### config.mk
export PLATFORM = sky130hd
export DESIGN_NAME = instr_packer_flat
export DESIGN_NICKNAME = d
export VERILOG_FILES = /design/src/rtl/alu_pkg.sv /design/src/rtl/instr_packer_if.sv /design/src/rtl/instr_packer.sv /design/src/flat_wrapper.sv
export SDC_FILE = /design/constraint.sdc
export NUM_CORES = 1
export LEC_CHECK = 0
export CORE_AREA = 2 2 56 69
export CTS_BUF_LIST = sky130_fd_sc_hd__clkbuf_4 sky130_fd_sc_hd__clkbuf_8 sky130_fd_sc_hd__clkbuf_16
export DETAILED_ROUTE_END_ITERATION = 8
export DIE_AREA = 0 0 58 71
export HOLD_SLACK_MARGIN = 0.08
export PLACE_DENSITY = 0.86
export SYNTH_ARGS = -nofsm -noshare
export SYNTH_HDL_FRONTEND = slang
export SYNTH_SLANG_ARGS = --single-unit
### constraint.sdc
create_clock -name clock -period 2.6 [get_ports clock]
set_clock_uncertainty 0.05 [all_clocks]
set_input_delay 0.52 -clock clock [delete_from_list [all_inputs] [get_ports clock]]
set_output_delay 0.52 -clock clock [all_outputs]
set_load 0.05 [all_outputs]
### src/rtl/alu_pkg.sv
// Shared ALU definitions: instruction field widths/positions, opcode and
// entry-FSM enums, and the instruction packing helper.
package alu_pkg;

    localparam int OPW   = 3;
    localparam int DW    = 6;
    localparam int WORDW = 15;

    localparam int B_LSB  = 0;
    localparam int A_LSB  = B_LSB + DW;
    localparam int OP_LSB = A_LSB + DW;

    typedef enum logic [OPW-1:0] {
        OP_ADD  = 3'd0,
        OP_SUB  = 3'd1,
        OP_AND  = 3'd2,
        OP_OR   = 3'd3,
        OP_XOR  = 3'd4,
        OP_SHL  = 3'd5,
        OP_RSV6 = 3'd6,
        OP_RSV7 = 3'd7
    } op_e;

    typedef enum logic [1:0] {
        S_A    = 2'd0,
        S_B    = 2'd1,
        S_OP   = 2'd2,
        S_WAIT = 2'd3
    } state_e;

    function automatic logic [WORDW-1:0] pack_instr(
        input op_e           op,
        input logic [DW-1:0] a,
        input logic [DW-1:0] b
    );
        logic [WORDW-1:0] w;
        w = '0;
        w[OP_LSB +: OPW] = op;
        w[A_LSB  +: DW]  = a;
        w[B_LSB  +: DW]  = b;
        return w;
    endfunction

endpackage

### src/rtl/instr_packer_if.sv
// Write side of the instruction FIFO: packed word, write strobe, full flag.
interface instr_packer_if;
    import alu_pkg::*;

    logic [WORDW-1:0] dataOut;
    logic             wen;
    logic             full;

    modport master (output dataOut, output wen, input full);
    modport slave  (input dataOut, input wen, output full);

endinterface

### src/rtl/instr_packer.sv
// Operand-entry front end: three button presses stage A, B and opcode, then
// one FIFO write honouring full. Opcode range check under INSTR_PACKER_OPCHECK_EN.
module instr_packer
    import alu_pkg::*;
#(
    parameter int unsigned OP_MAX = 5,
    parameter int          CNT_W  = 8
) (
    input  logic             clock,
    input  logic             reset,
    input  logic             button,
    input  logic             cancel,
    input  logic [DW-1:0]    sw,
    instr_packer_if.master   fifo,
    output logic [1:0]       stage,
    output logic             err,
    output logic [CNT_W-1:0] wr_count
);

`ifdef INSTR_PACKER_OPCHECK_EN
    localparam bit OPCHECK = 1'b1;
`else
    localparam bit OPCHECK = 1'b0;
`endif

    state_e           state_q, state_d;
    logic [DW-1:0]    a_q, a_d;
    logic [DW-1:0]    b_q, b_d;
    op_e              op_q, op_d;
    logic [WORDW-1:0] data_q, data_d;
    logic             wen_q, wen_d;
    logic             err_q, err_d;
    logic [CNT_W-1:0] cnt_q, cnt_d;

    op_e  sw_op;
    logic op_bad;

    assign sw_op  = op_e'(sw[OPW-1:0]);
    assign op_bad = OPCHECK && (32'(sw[OPW-1:0]) > OP_MAX);

    always_comb begin
        // NOTE: every variable gets a default before the case so no path can infer a latch.
        state_d = state_q;
        a_d     = a_q;
        b_d     = b_q;
        op_d    = op_q;
        data_d  = data_q;
        wen_d   = 1'b0;
        err_d   = 1'b0;

        if (cancel) begin
            // Abort wins over button and over a pending write.
            state_d = S_A;
            a_d     = '0;
            b_d     = '0;
            op_d    = OP_ADD;
        end else begin
            unique case (state_q)
                S_A: if (button) begin
                    a_d     = sw;
                    state_d = S_B;
                end
                S_B: if (button) begin
                    b_d     = sw;
                    state_d = S_OP;
                end
                S_OP: if (button) begin
                    if (op_bad) begin
                        err_d = 1'b1;
                    end else begin
                        op_d = sw_op;
                        if (!fifo.full) begin
                            wen_d   = 1'b1;
                            data_d  = pack_instr(sw_op, a_q, b_q);
                            state_d = S_A;
                        end else begin
                            state_d = S_WAIT;
                        end
                    end
                end
                S_WAIT: if (!fifo.full) begin
                    wen_d   = 1'b1;
                    data_d  = pack_instr(op_q, a_q, b_q);
                    state_d = S_A;
                end
                default: state_d = S_A;
            endcase
        end

        cnt_d = wen_d ? cnt_q + CNT_W'(1) : cnt_q;
    end

    // NOTE: sequential state uses non-blocking assignments so all flops update together.
    always_ff @(posedge clock or negedge reset) begin
        if (!reset) begin
            // NOTE: staging registers are reset too, so an interrupted entry never leaks into a later word.
            state_q <= S_A;
            a_q     <= '0;
            b_q     <= '0;
            op_q    <= OP_ADD;
            data_q  <= '0;
            wen_q   <= 1'b0;
            err_q   <= 1'b0;
            cnt_q   <= '0;
        end else begin
            state_q <= state_d;
            a_q     <= a_d;
            b_q     <= b_d;
            op_q    <= op_d;
            data_q  <= data_d;
            wen_q   <= wen_d;
            err_q   <= err_d;
            cnt_q   <= cnt_d;
        end
    end

    assign fifo.dataOut = data_q;
    assign fifo.wen     = wen_q;
    assign stage        = state_q;
    assign err          = err_q;
    assign wr_count     = cnt_q;

endmodule

### src/flat_wrapper.sv
// flat-port wrapper written by rule: the top's interface ports become plain ports
module instr_packer_flat import alu_pkg::*;
#(
    parameter int unsigned OP_MAX = 5,
    parameter int          CNT_W  = 8
)
  (clock, reset, button, cancel, sw, stage, err, wr_count, fifo_dataOut, fifo_wen, fifo_full);
  instr_packer_if fifo_i ();
  input  logic clock;
  input  logic reset;
  input  logic button;
  input  logic cancel;
  input  logic [DW-1:0] sw;
  output logic [1:0] stage;
  output logic err;
  output logic [CNT_W-1:0] wr_count;
  output wire logic [$bits(fifo_i.dataOut)-1:0] fifo_dataOut;
  output wire logic [$bits(fifo_i.wen)-1:0] fifo_wen;
  input wire logic [$bits(fifo_i.full)-1:0] fifo_full;
  assign fifo_dataOut = fifo_i.dataOut;
  assign fifo_wen = fifo_i.wen;
  assign fifo_i.full = fifo_full;
  instr_packer #(.OP_MAX(OP_MAX), .CNT_W(CNT_W)) u_core (.clock(clock), .reset(reset), .button(button), .cancel(cancel), .sw(sw), .fifo(fifo_i), .stage(stage), .err(err), .wr_count(wr_count));
endmodule
==> results.ini <==
[outcome]
status=finished, final reports clean

[detailed_routing]
drc=0
drtIter0Drc=69
wirelength_um=3470
vias=1148
vias_per_cell=5.57
wl_per_cell_um=16.9
first_pass_iters=4
ant_nets=0

[cts]
hold_buffers=0
cts_buffer_depth=2
clock-root-buffer=clkbuf_8
cts_tree=yes
clk_latency_ns=0.29
cts_made_buffers=5
post-cts-setup-buffers=0
clock-sinks=41
cts_max_level=2
clkTransAtPathRegs_ns=0.07
cts_resized=0

[synth]
synth_top_flop_cell=dfrtp_1
syn_area_mm2=0.00178
ys_seq_area_share_pct=57.7
ys_warn_count=0
synth-async-reset-ratio_pct=100
yosys-top-cells-count=dfrtp_1, mux2_2, nor2_1
synth_nets=139
syn_area_per_cell_um2=14.0
synth_seq_cells=41
post-synth-top-count-cell=dfrtp_1
ys_types=28
synth_edf_count=0
synth_top_area_share_pct=57.7
synth_area_leaders=dfrtp_1, mux2_2, mux2_4, mux2i_1, xor2_1
yosysTopAreaCell=dfrtp_1
syn_inst=127

[finish]
diodes=0
drive_gt1_share_pct=22.2
n_fill_cell=287
area_delta_synth_final_pct=26.5
post-route-util_pct=64.5
final_cell_count_no_fill=206
final_nets=179

[critical_path]
critical-path-top-delay-family=buffers and inverters
slowest_delay_ns=0.86
cp.buffers_inverters=1
r2r_slack_ns=1.00
cp-start-kind=register
worstSetupPathType=reg -> out
path_cells=clkdlybuf4s50_1
cpMaxStageDelayCell=clkdlybuf4s50_1
required_ns=2.03
crit_fanout=7
r2r_cells=3
r2r-end=u_core.fifo.dataOut[3]
critPathArrivalTime_ns=1.65
cp-end-kind=primary output
rr_startpoint=u_core.stage[1]

[timing]
fmax_ghz=0.451
hold_viol_final=0
worst_pin_slew_ns=0.870
rsz0062_at_grt=no
min_period_ns=2.22
setup_viol=0
max_slew_margin_pct=42.0
drv_slew=0
post-route-period-util_pct=85.4
fin_setup_tns_ns=0

[worst_hold_path]
min_path_type=in -> async

[global_routing]
grt_overflow_total=0
grt.total_usage_pct=19.1
grt_pass1_vias=1239
grt_pass1_wl_um=5930
antenna_found_initial=0
grt_max_degree=42

[die]
coreArea_mm2=0.00348
num_rows=24
die_w_um=58
dieHeight_um=71
die_area_mm2=0.00412
io_pins=38
start_util_pct=51.0

[power_and_ir_drop]
total_power_mw=1.61
power.density_mw_per_mm2=719
peakVddDrop_mv=0.630
p_leak_nw=1.12

[placement]
gp_congestion=0.999
place_inst=199
portBuffers=36
place_hpwl_um=2500

[run]
cap_viol_max_count=0

## sequential cells by signal, summed over array words and instances (netlist names)
register and count:
u_core.stage 2, u_core.fifo.dataOut 15, u_core.b_q 6, u_core.fifo.wen 1, u_core.op_q 3, u_core.a_q 6, u_core.wr_count 8
## through the flow
| stage | instance area (µm²) | worst slack (ns) | hold slack [ns] |
|---|---|---|---|
| floorplan | 1780 | 0.842 | 0.174 |
| global placement | 2160 | 0.432 | 0.408 |
| detailed placement | 2160 | 0.363 | 0.414 |
| CTS | 2250 | 0.377 | 0.329 |
| global route | 2250 | 0.327 | 0.378 |
| finish | 2250 | 0.381 | 0.291 |
## worst max-delay path by stage
stage | cells past startpoint | to | startpoint | slack (ns)
global placement | 4 | u_core.a_q[4] | cancel | 0.43
detailed placement | 4 | u_core.a_q[5] | button | 0.36
finish | 1 | stage[0] | u_core.stage[0] | 0.38
floorplan | 4 | u_core.fifo.dataOut[10] | u_core.stage[1] | 0.84
global route | 1 | stage[1] | u_core.stage[1] | 0.33
CTS | 1 | stage[0] | u_core.stage[0] | 0.38
## kinds of logic (layout without fill, tap and decap cells)
family                     Yosys count  count (layout)  share of synthesized area (%)
DFF                                 41              41                           57.7
other                                1               1                          0.211
muxes                               34              34                           22.6
xor gates and xnor gates             7               7                           3.45
adders and majority gates            1               1                          0.704
AOI/OAI and AO/OA                    3               3                           1.62
and+or+nand+nor                     35              35                           11.7
buffers and inverters                5              45                           1.97
## worst reg2reg max path, delay by kind of cell (launching register included)
family	cells	cell delay [ns]
multiplexers	1	0.39
AND/OR/NAND/NOR	2	0.56
flip-flops	1	0.49
## cells in the final DEF (no fill, tap or decap), drive strengths merged, types with 2 or more instances in the layout
master,n
dfrtp,41
clkdlybuf4s50,35
mux2,25
nor2,12
mux2i,9
xor2,7
clkbuf,7
nor3,5
and2b,5
nand3,3
nand2,2
nand3b,2
buf,2
## power breakdown
| group | internal [mW] | total, mW | leakage (nW) | switching [mW] |
|---|---|---|---|---|
| registers | 0.701 | 0.751 | 0.555 | 0.0498 |
| logic | 0.176 | 0.443 | 0.519 | 0.268 |
| clock network | 0.221 | 0.421 | 0.0477 | 0.200 |
## metal layers
metal  vias to the layer above  wire (µm)  track usage (%)
li1                        513          -                -
met1                       581       1470             25.2
met2                        47       1750             30.9
met3                         7        185             4.57
met4                         0         69             6.46
met5                         -          0                0
## layout make-up
type	instances	area (µm²)	share of cell area, %
Clock buffer	7	90.1	4.01
Inverter	1	3.75	0.167
Multi-Input combinational cell	81	716	31.8
Sequential cell	41	1030	45.7
Tap cell	39	48.8	2.17
Timing Repair Buffer	37	363	16.1
Power figures use the tool's default switching activity.
